## src/rtl/lookup_scan_engine.sv

```systemverilog
// -----------------------------------------------------------------------------
// lookup_scan_engine
//
// Sequential lookup over a DEPTH-entry table of array/element records. One
// query is accepted at a time (valid/ready). The table is then scanned one
// slot per clock. The result is presented on a valid/ready response port and
// held there until it is accepted.
//
// Slot k hits when all of the following are true:
//   - arr_def and elt_def are both set,
//   - array_code == handle and index == req_index,
//   - low <= metadata <= high,
//   - req_is_metadata is set.
// All comparisons are unsigned.
//
// Optional feature macro: LOOKUP_SCAN_BEST_RANK_EN
//   undefined : the scan stops at the first hitting slot (ascending order).
//   defined   : the scan visits every slot and reports the hit with the
//               largest rank. On equal rank the lower slot is kept.
//
// Parameters
//   DATA_W : width of every record / query field.
//   DEPTH  : number of table slots (>= 2).
//   SLOT_W : slot-number width.
//
// Ports
//   clk, rst_n            : clock, asynchronous active-low reset.
//   wr_en, wr_slot, wr_*  : table write port. Slots >= DEPTH are ignored.
//   clr                   : invalidate every slot. A same-cycle write wins.
//   req_valid/req_ready   : query handshake. req_ready == (state == IDLE).
//   req_handle/index/metadata/is_metadata : query fields.
//   resp_valid/resp_ready : result handshake.
//   resp_hit/value/context/slot : result; zeros on a miss.
//   busy                  : engine is not idle.
// -----------------------------------------------------------------------------
module lookup_scan_engine #(
  parameter int DATA_W = 8,
  parameter int DEPTH  = 16,
  parameter int SLOT_W = $clog2(DEPTH)
) (
  input  logic              clk,
  input  logic              rst_n,
  input  logic              wr_en,
  input  logic [SLOT_W-1:0] wr_slot,
  input  logic              wr_arr_def,
  input  logic              wr_elt_def,
  input  logic [DATA_W-1:0] wr_array_code,
  input  logic [DATA_W-1:0] wr_rank,
  input  logic [DATA_W-1:0] wr_low,
  input  logic [DATA_W-1:0] wr_high,
  input  logic [DATA_W-1:0] wr_index,
  input  logic [DATA_W-1:0] wr_value,
  input  logic              clr,
  input  logic              req_valid,
  output logic              req_ready,
  input  logic [DATA_W-1:0] req_handle,
  input  logic [DATA_W-1:0] req_index,
  input  logic [DATA_W-1:0] req_metadata,
  input  logic              req_is_metadata,
  output logic              resp_valid,
  input  logic              resp_ready,
  output logic              resp_hit,
  output logic [DATA_W-1:0] resp_value,
  output logic [DATA_W-1:0] resp_context,
  output logic [SLOT_W-1:0] resp_slot,
  output logic              busy
);

  typedef enum logic [1:0] {
    ST_IDLE = 2'd0,
    ST_SCAN = 2'd1,
    ST_RESP = 2'd2
  } state_t;

  // Match predicate for one slot against the captured query.
  function automatic logic slot_hit(
    input logic              arr_def,
    input logic              elt_def,
    input logic [DATA_W-1:0] code,
    input logic [DATA_W-1:0] index,
    input logic [DATA_W-1:0] low,
    input logic [DATA_W-1:0] high,
    input logic [DATA_W-1:0] q_handle,
    input logic [DATA_W-1:0] q_index,
    input logic [DATA_W-1:0] q_meta,
    input logic              q_is_meta
  );
    logic code_ok;
    logic index_ok;
    logic range_ok;
    code_ok  = (code == q_handle);
    index_ok = (index == q_index);
    range_ok = (low <= q_meta) && (q_meta <= high);
    return arr_def & elt_def & code_ok & index_ok & range_ok & q_is_meta;
  endfunction

  // ---------------------------------------------------------------------------
  // Table storage
  // ---------------------------------------------------------------------------
  logic              arr_def_r    [DEPTH];
  logic              elt_def_r    [DEPTH];
  logic [DATA_W-1:0] array_code_r [DEPTH];
  logic [DATA_W-1:0] rank_r       [DEPTH];
  logic [DATA_W-1:0] low_r        [DEPTH];
  logic [DATA_W-1:0] high_r       [DEPTH];
  logic [DATA_W-1:0] index_r      [DEPTH];
  logic [DATA_W-1:0] value_r      [DEPTH];

  for (genvar k = 0; k < DEPTH; k++) begin : g_slot
    logic sel_s;
    assign sel_s = wr_en && (wr_slot == SLOT_W'(k));

    // Per-slot record register. A write to this slot overrides a same-cycle clear.
    always_ff @(posedge clk or negedge rst_n) begin
      if (!rst_n) begin
        arr_def_r[k]    <= 1'b0;
        elt_def_r[k]    <= 1'b0;
        array_code_r[k] <= {DATA_W{1'b0}};
        rank_r[k]       <= {DATA_W{1'b0}};
        low_r[k]        <= {DATA_W{1'b0}};
        high_r[k]       <= {DATA_W{1'b0}};
        index_r[k]      <= {DATA_W{1'b0}};
        value_r[k]      <= {DATA_W{1'b0}};
      end else if (sel_s) begin
        arr_def_r[k]    <= wr_arr_def;
        elt_def_r[k]    <= wr_elt_def;
        array_code_r[k] <= wr_array_code;
        rank_r[k]       <= wr_rank;
        low_r[k]        <= wr_low;
        high_r[k]       <= wr_high;
        index_r[k]      <= wr_index;
        value_r[k]      <= wr_value;
      end else if (clr) begin
        arr_def_r[k]    <= 1'b0;
        elt_def_r[k]    <= 1'b0;
      end
    end
  end

  // ---------------------------------------------------------------------------
  // Control and query state
  // ---------------------------------------------------------------------------
  state_t            state_r,        state_s;
  logic [SLOT_W-1:0] ptr_r,          ptr_s;
  logic [DATA_W-1:0] q_handle_r,     q_handle_s;
  logic [DATA_W-1:0] q_index_r,      q_index_s;
  logic [DATA_W-1:0] q_meta_r,       q_meta_s;
  logic              q_is_meta_r,    q_is_meta_s;
  logic              resp_valid_r,   resp_valid_s;
  logic              resp_hit_r,     resp_hit_s;
  logic [DATA_W-1:0] resp_value_r,   resp_value_s;
  logic [DATA_W-1:0] resp_context_r, resp_context_s;
  logic [SLOT_W-1:0] resp_slot_r,    resp_slot_s;

`ifdef LOOKUP_SCAN_BEST_RANK_EN
  logic              best_hit_r,   best_hit_s;
  logic [DATA_W-1:0] best_rank_r,  best_rank_s;
  logic [DATA_W-1:0] best_value_r, best_value_s;
  logic [SLOT_W-1:0] best_slot_r,  best_slot_s;
  logic              take_s;
`endif

  // The slot under the pointer is read from the registered table, so a write
  // landing on it in the same cycle is not seen by this evaluation.
  logic              cur_hit_s;
  logic [DATA_W-1:0] cur_rank_s;
  logic [DATA_W-1:0] cur_value_s;
  logic              last_slot_s;

  // Evaluate the slot currently addressed by the scan pointer.
  always_comb begin
    cur_hit_s   = slot_hit(arr_def_r[ptr_r], elt_def_r[ptr_r],
                           array_code_r[ptr_r], index_r[ptr_r],
                           low_r[ptr_r], high_r[ptr_r],
                           q_handle_r, q_index_r, q_meta_r, q_is_meta_r);
    cur_rank_s  = rank_r[ptr_r];
    cur_value_s = value_r[ptr_r];
    last_slot_s = (ptr_r == SLOT_W'(DEPTH - 1));
  end

  // Next-state and next-output logic for the query FSM.
  always_comb begin
    state_s        = state_r;
    ptr_s          = ptr_r;
    q_handle_s     = q_handle_r;
    q_index_s      = q_index_r;
    q_meta_s       = q_meta_r;
    q_is_meta_s    = q_is_meta_r;
    resp_valid_s   = resp_valid_r;
    resp_hit_s     = resp_hit_r;
    resp_value_s   = resp_value_r;
    resp_context_s = resp_context_r;
    resp_slot_s    = resp_slot_r;
`ifdef LOOKUP_SCAN_BEST_RANK_EN
    best_hit_s     = best_hit_r;
    best_rank_s    = best_rank_r;
    best_value_s   = best_value_r;
    best_slot_s    = best_slot_r;
    // Replace only on a strictly greater rank so the lower slot wins a tie.
    take_s         = cur_hit_s && (!best_hit_r || (cur_rank_s > best_rank_r));
`endif

    case (state_r)
      ST_IDLE: begin
        if (req_valid) begin
          state_s     = ST_SCAN;
          ptr_s       = {SLOT_W{1'b0}};
          q_handle_s  = req_handle;
          q_index_s   = req_index;
          q_meta_s    = req_metadata;
          q_is_meta_s = req_is_metadata;
`ifdef LOOKUP_SCAN_BEST_RANK_EN
          best_hit_s   = 1'b0;
          best_rank_s  = {DATA_W{1'b0}};
          best_value_s = {DATA_W{1'b0}};
          best_slot_s  = {SLOT_W{1'b0}};
`endif
        end else begin
          state_s = ST_IDLE;
        end
      end

      ST_SCAN: begin
        ptr_s = ptr_r + SLOT_W'(1'b1);
`ifdef LOOKUP_SCAN_BEST_RANK_EN
        if (take_s) begin
          best_hit_s   = 1'b1;
          best_rank_s  = cur_rank_s;
          best_value_s = cur_value_s;
          best_slot_s  = ptr_r;
        end else begin
          best_hit_s   = best_hit_r;
        end
        // Best-so-far registers are zero when nothing hit, giving the miss encoding.
        if (last_slot_s) begin
          state_s        = ST_RESP;
          resp_valid_s   = 1'b1;
          resp_hit_s     = best_hit_s;
          resp_value_s   = best_value_s;
          resp_context_s = best_rank_s;
          resp_slot_s    = best_slot_s;
        end else begin
          state_s = ST_SCAN;
        end
`else
        if (cur_hit_s) begin
          state_s        = ST_RESP;
          resp_valid_s   = 1'b1;
          resp_hit_s     = 1'b1;
          resp_value_s   = cur_value_s;
          resp_context_s = cur_rank_s;
          resp_slot_s    = ptr_r;
        end else if (last_slot_s) begin
          state_s        = ST_RESP;
          resp_valid_s   = 1'b1;
          resp_hit_s     = 1'b0;
          resp_value_s   = {DATA_W{1'b0}};
          resp_context_s = {DATA_W{1'b0}};
          resp_slot_s    = {SLOT_W{1'b0}};
        end else begin
          state_s = ST_SCAN;
        end
`endif
      end

      ST_RESP: begin
        if (resp_ready) begin
          state_s        = ST_IDLE;
          resp_valid_s   = 1'b0;
          resp_hit_s     = 1'b0;
          resp_value_s   = {DATA_W{1'b0}};
          resp_context_s = {DATA_W{1'b0}};
          resp_slot_s    = {SLOT_W{1'b0}};
        end else begin
          state_s = ST_RESP;
        end
      end

      default: begin
        state_s        = ST_IDLE;
        resp_valid_s   = 1'b0;
        resp_hit_s     = 1'b0;
        resp_value_s   = {DATA_W{1'b0}};
        resp_context_s = {DATA_W{1'b0}};
        resp_slot_s    = {SLOT_W{1'b0}};
      end
    endcase
  end

  // FSM, query capture and registered response outputs.
  always_ff @(posedge clk or negedge rst_n) begin
    if (!rst_n) begin
      state_r        <= ST_IDLE;
      ptr_r          <= {SLOT_W{1'b0}};
      q_handle_r     <= {DATA_W{1'b0}};
      q_index_r      <= {DATA_W{1'b0}};
      q_meta_r       <= {DATA_W{1'b0}};
      q_is_meta_r    <= 1'b0;
      resp_valid_r   <= 1'b0;
      resp_hit_r     <= 1'b0;
      resp_value_r   <= {DATA_W{1'b0}};
      resp_context_r <= {DATA_W{1'b0}};
      resp_slot_r    <= {SLOT_W{1'b0}};
    end else begin
      state_r        <= state_s;
      ptr_r          <= ptr_s;
      q_handle_r     <= q_handle_s;
      q_index_r      <= q_index_s;
      q_meta_r       <= q_meta_s;
      q_is_meta_r    <= q_is_meta_s;
      resp_valid_r   <= resp_valid_s;
      resp_hit_r     <= resp_hit_s;
      resp_value_r   <= resp_value_s;
      resp_context_r <= resp_context_s;
      resp_slot_r    <= resp_slot_s;
    end
  end

`ifdef LOOKUP_SCAN_BEST_RANK_EN
  // Best-so-far candidate held across the scan.
  always_ff @(posedge clk or negedge rst_n) begin
    if (!rst_n) begin
      best_hit_r   <= 1'b0;
      best_rank_r  <= {DATA_W{1'b0}};
      best_value_r <= {DATA_W{1'b0}};
      best_slot_r  <= {SLOT_W{1'b0}};
    end else begin
      best_hit_r   <= best_hit_s;
      best_rank_r  <= best_rank_s;
      best_value_r <= best_value_s;
      best_slot_r  <= best_slot_s;
    end
  end
`endif

  assign req_ready    = (state_r == ST_IDLE);
  assign busy         = (state_r != ST_IDLE);
  assign resp_valid   = resp_valid_r;
  assign resp_hit     = resp_hit_r;
  assign resp_value   = resp_value_r;
  assign resp_context = resp_context_r;
  assign resp_slot    = resp_slot_r;

endmodule

```

## config.mk

```make
export PLATFORM = sky130hd
export DESIGN_NAME = lookup_scan_engine
export DESIGN_NICKNAME = d
export VERILOG_FILES = /design/src/rtl/lookup_scan_engine.sv
export SDC_FILE = /design/constraint.sdc
export NUM_CORES = 1
export LEC_CHECK = 0
export ABC_AREA = 0
export BUFFER_PORTS_ARGS = -buffer_cell sky130_fd_sc_hd__buf_4
export CAP_MARGIN = 10
export CORE_ASPECT_RATIO = 0.6
export CORE_UTILIZATION = 61
export CTS_CLUSTER_DIAMETER = 30
export DETAILED_ROUTE_END_ITERATION = 16
export GPL_TIMING_DRIVEN = 0
export PLACE_DENSITY = 0.84
export SLEW_MARGIN = 20
export SYNTH_ARGS = -nofsm -noshare
export SYNTH_HDL_FRONTEND = slang
export SYNTH_SLANG_ARGS = --single-unit
export TNS_END_PERCENT = 10
```

## constraint.sdc

```tcl
create_clock -name clk -period 7.86 [get_ports clk]
set_clock_uncertainty 0.05 [all_clocks]
set_input_delay 1.572 -clock clk [delete_from_list [all_inputs] [get_ports clk]]
set_output_delay 1.572 -clock clk [all_outputs]
set_load 0.05 [all_outputs]
```

==> flow_metrics.env <==
export IMPL_worst_hold_path_endpoint="resp_slot[0]"
export IMPL_gp_congestion=0.889
export IMPL_regArea_sq_um=21300
export IMPL_grt_usage_pct=36.4
export IMPL_rsz0062_at_grt="no"
export IMPL_crit_path_start_kind="flop"
export IMPL_syn_area_per_cell_sq_um=14.9
export IMPL_critPathKind="reg2reg"
export IMPL_num_vias=25487
export IMPL_drive_gt1_share_pct=44.8
export IMPL_insertion_delay_ns=0.69
export IMPL_finish_net_count=2929
export IMPL_cts_sinks=853
export IMPL_relSlewSlack_pct=12.4
export IMPL_setup_tns_ns=0
export IMPL_synth_most_common_cell="dfrtp_1"
export IMPL_end_kind="flop"
export IMPL_die_width_um=327
export IMPL_fp_row_count=71
export IMPL_drt_total_wl_um=114000
export IMPL_r2r_end="resp_context[7]"
export IMPL_finalMaxSlewViolations=0
export IMPL_worstPathRequired_ns=8.42
export IMPL_dp_hpwl_um=74800
export IMPL_antenna_found_initial=8
export IMPL_areaGrowthSynthToFinish_pct=16.1
export IMPL_dp_cells=3548
export IMPL_clock_fmax_mhz=128
export IMPL_hold_worst_slack_ns=0.451
export IMPL_synth_area_sq_um=38600
export IMPL_ys_seq_area_share_pct=55.3
export IMPL_ant_nets=0
export IMPL_setup_viol=0
export IMPL_overflow=0
export IMPL_yosys_top_cells_count="dfrtp_1, mux2_2, clkbuf_1"
export IMPL_cts_buffers=116
export IMPL_worst_pin_slew_ns=1.31
export IMPL_io_pins=109
export IMPL_status="finished, final reports clean"
export IMPL_p_leak_uw=0.0195
export IMPL_synth_top_area_share_pct=55.3
export IMPL_min_period_over_period_pct=99.4
export IMPL_instances_no_fill=3763
export IMPL_timing_final_hold_violations=0
export IMPL_wl_per_cell_um=30.3
export IMPL_initial_utilization_pct=61.7
export IMPL_drv_cap=0
export IMPL_powerDensity_nw_per_um2=377
export IMPL_drtIter0Drc=2925
export IMPL_grt_max_degree=110
export IMPL_rr_worst_depth=19
export IMPL_hp_class="reg2reg"
export IMPL_cts_clk_slew_worst_paths_ns=0.06
export IMPL_htreeDepth=3
export IMPL_yosys_warnings=0
export IMPL_synth_edf_count=0
export IMPL_grt_pass1_wl_um=172000
export IMPL_cp_arrival_ns=8.37
export IMPL_drc=0
export IMPL_dieArea_sq_um=64400
export IMPL_ys_top_cells_by_area="dfrtp_1, mux2_2, mux4_2"
export IMPL_ys_types=52
export IMPL_clockBufferDepth=3
export IMPL_multiInputGateArea_sq_um=16300
export IMPL_netlist_instances=2592
export IMPL_holdPathStages=1
export IMPL_hold_start="resp_slot[0]"
export IMPL_grt_pass1_vias=26966
export IMPL_syn_nets=2694
export IMPL_ys_ff_latch=853
export IMPL_root_buffer="clkbuf_16"
export IMPL_drt_pass1_iterations=6
export IMPL_cp_max_fo=10
export IMPL_async_flop_share_pct=100
export IMPL_synth_area_leader_cell="dfrtp_1"
export IMPL_viasPerCell=6.77
export IMPL_synth_ff_type="dfrtp_1"
export IMPL_r2r_slack_ns=0.05
export IMPL_period_minus_slack_ns=7.81
export IMPL_fp_dieH_um=197
export IMPL_tritoncts="yes"
export IMPL_n_fill_cell=3835
export IMPL_port_buffers=108
export IMPL_vdd_drop_max_uv=248
export IMPL_r2r_start="ptr_r[2]"
export IMPL_core_area_sq_um=62600
## cell families after synthesis
| kind of cell | after synthesis | synth area share (%) |
|---|---|---|
| AOI/OAI and AO/OA | 235 | 4.31 |
| xor gates and xnor gates | 13 | 0.295 |
| adders and majority gates | 17 | 0.551 |
| buffers and inverters | 234 | 2.59 |
| DFF | 853 | 55.3 |
| muxes | 1063 | 34.6 |
| and+or+nand+nor | 177 | 2.39 |
## registers in the layout (all words and copies together), names as in the netlist, 8 cells and up
signal        flops
arr_def_r        16
array_code_r    128
elt_def_r        16
high_r          128
index_r         128
low_r           128
q_handle_r        8
q_index_r         8
q_meta_r          8
rank_r          128
resp_context      8
resp_value        8
value_r         128
## timing repair
item,4_1_cts,5_1_grt
resized for setup,4,8
hold endpoints to repair,0,0
setup endpoints to repair,21,24
setup buffers,0,0
hold buffers,0,0
## stage by stage
| stage | area [sq um] | util, % | total power, uW | setup slack (ns) |
|---|---|---|---|---|
| floorplan | 38600 | - | 9470 | 2.99 |
| global placement | 40500 | 64.7 | 11000 | -3.83 |
| detailed placement | 40700 | 65.1 | 11300 | -0.243 |
| CTS | 44800 | 71.6 | 16800 | 0.00385 |
| global route | 44800 | 71.6 | 17500 | 0.0753 |
| finish | 44900 | 71.6 | 16900 | 0.0457 |
## where the power goes
group	internal, uW	leakage (uW)	switching [uW]
clock network	3410	0.00197	2080
registers	5400	0.0105	590
logic	2510	0.00701	2940
## cells in the final DEF, fill, tap and decap left out, types with 26 or more instances in the layout
cell and count:
a21oi_1 26, a221oi_1 42, buf_4 118, clkbuf_1 163, clkbuf_16 119, dfrtp_1 853, mux2_2 788, mux2i_1 136
mux4_2 138, nand2_1 66, nand2b_1 27, o21ai_0 58
## worst max path at each step
stage                  start  slack (ns)  depth (start not counted)              end
global route        ptr_r[1]        0.08                         19  resp_context[7]
detailed placement  ptr_r[1]       -0.24                         20     resp_slot[1]
CTS                 ptr_r[1]       0.004                         20  resp_context[7]
finish              ptr_r[2]        0.05                         19  resp_context[7]
floorplan           ptr_r[0]        2.99                         21     resp_slot[1]
global placement       rst_n       -3.83                          1      index_r[18]
## critical path: stages (launching register included)
cell	delay (ns)
dfrtp_1	0.37
buf_2	0.39
buf_1	0.76
buf_2	0.53
clkbuf_1	0.79
clkbuf_1	0.87
clkbuf_1	0.81
o21ai_0	0.27
nand2_1	0.19
ha_1	0.19
nand4_1	0.11
nor2_1	0.56
o22ai_1	0.14
nor4_1	0.32
nand3_1	0.20
nor3_1	0.21
and4_4	0.30
and2_1	0.18
buf_4	0.28
a22o_1	0.18
## layout make-up
class                      count  area share [%]
sequential                   853            47.6
multi-input combinational   1505            36.3
clock buffer                 139            7.14
timing repair buffer         117            2.38
tap                          839            2.34
buffer                       221            2.18
clock inverter                72            1.94
inverter                      13           0.109
antenna                        4          0.0223
## metal layers
layer | track usage, % | share of wire (%)
met1 | 49.7 | 40
met2 | 53.6 | 44
met3 | 12.3 | 12
met4 | 15.4 | 4.4
met5 | 1.20 | 0.11
(Power assumes the default switching activity.)
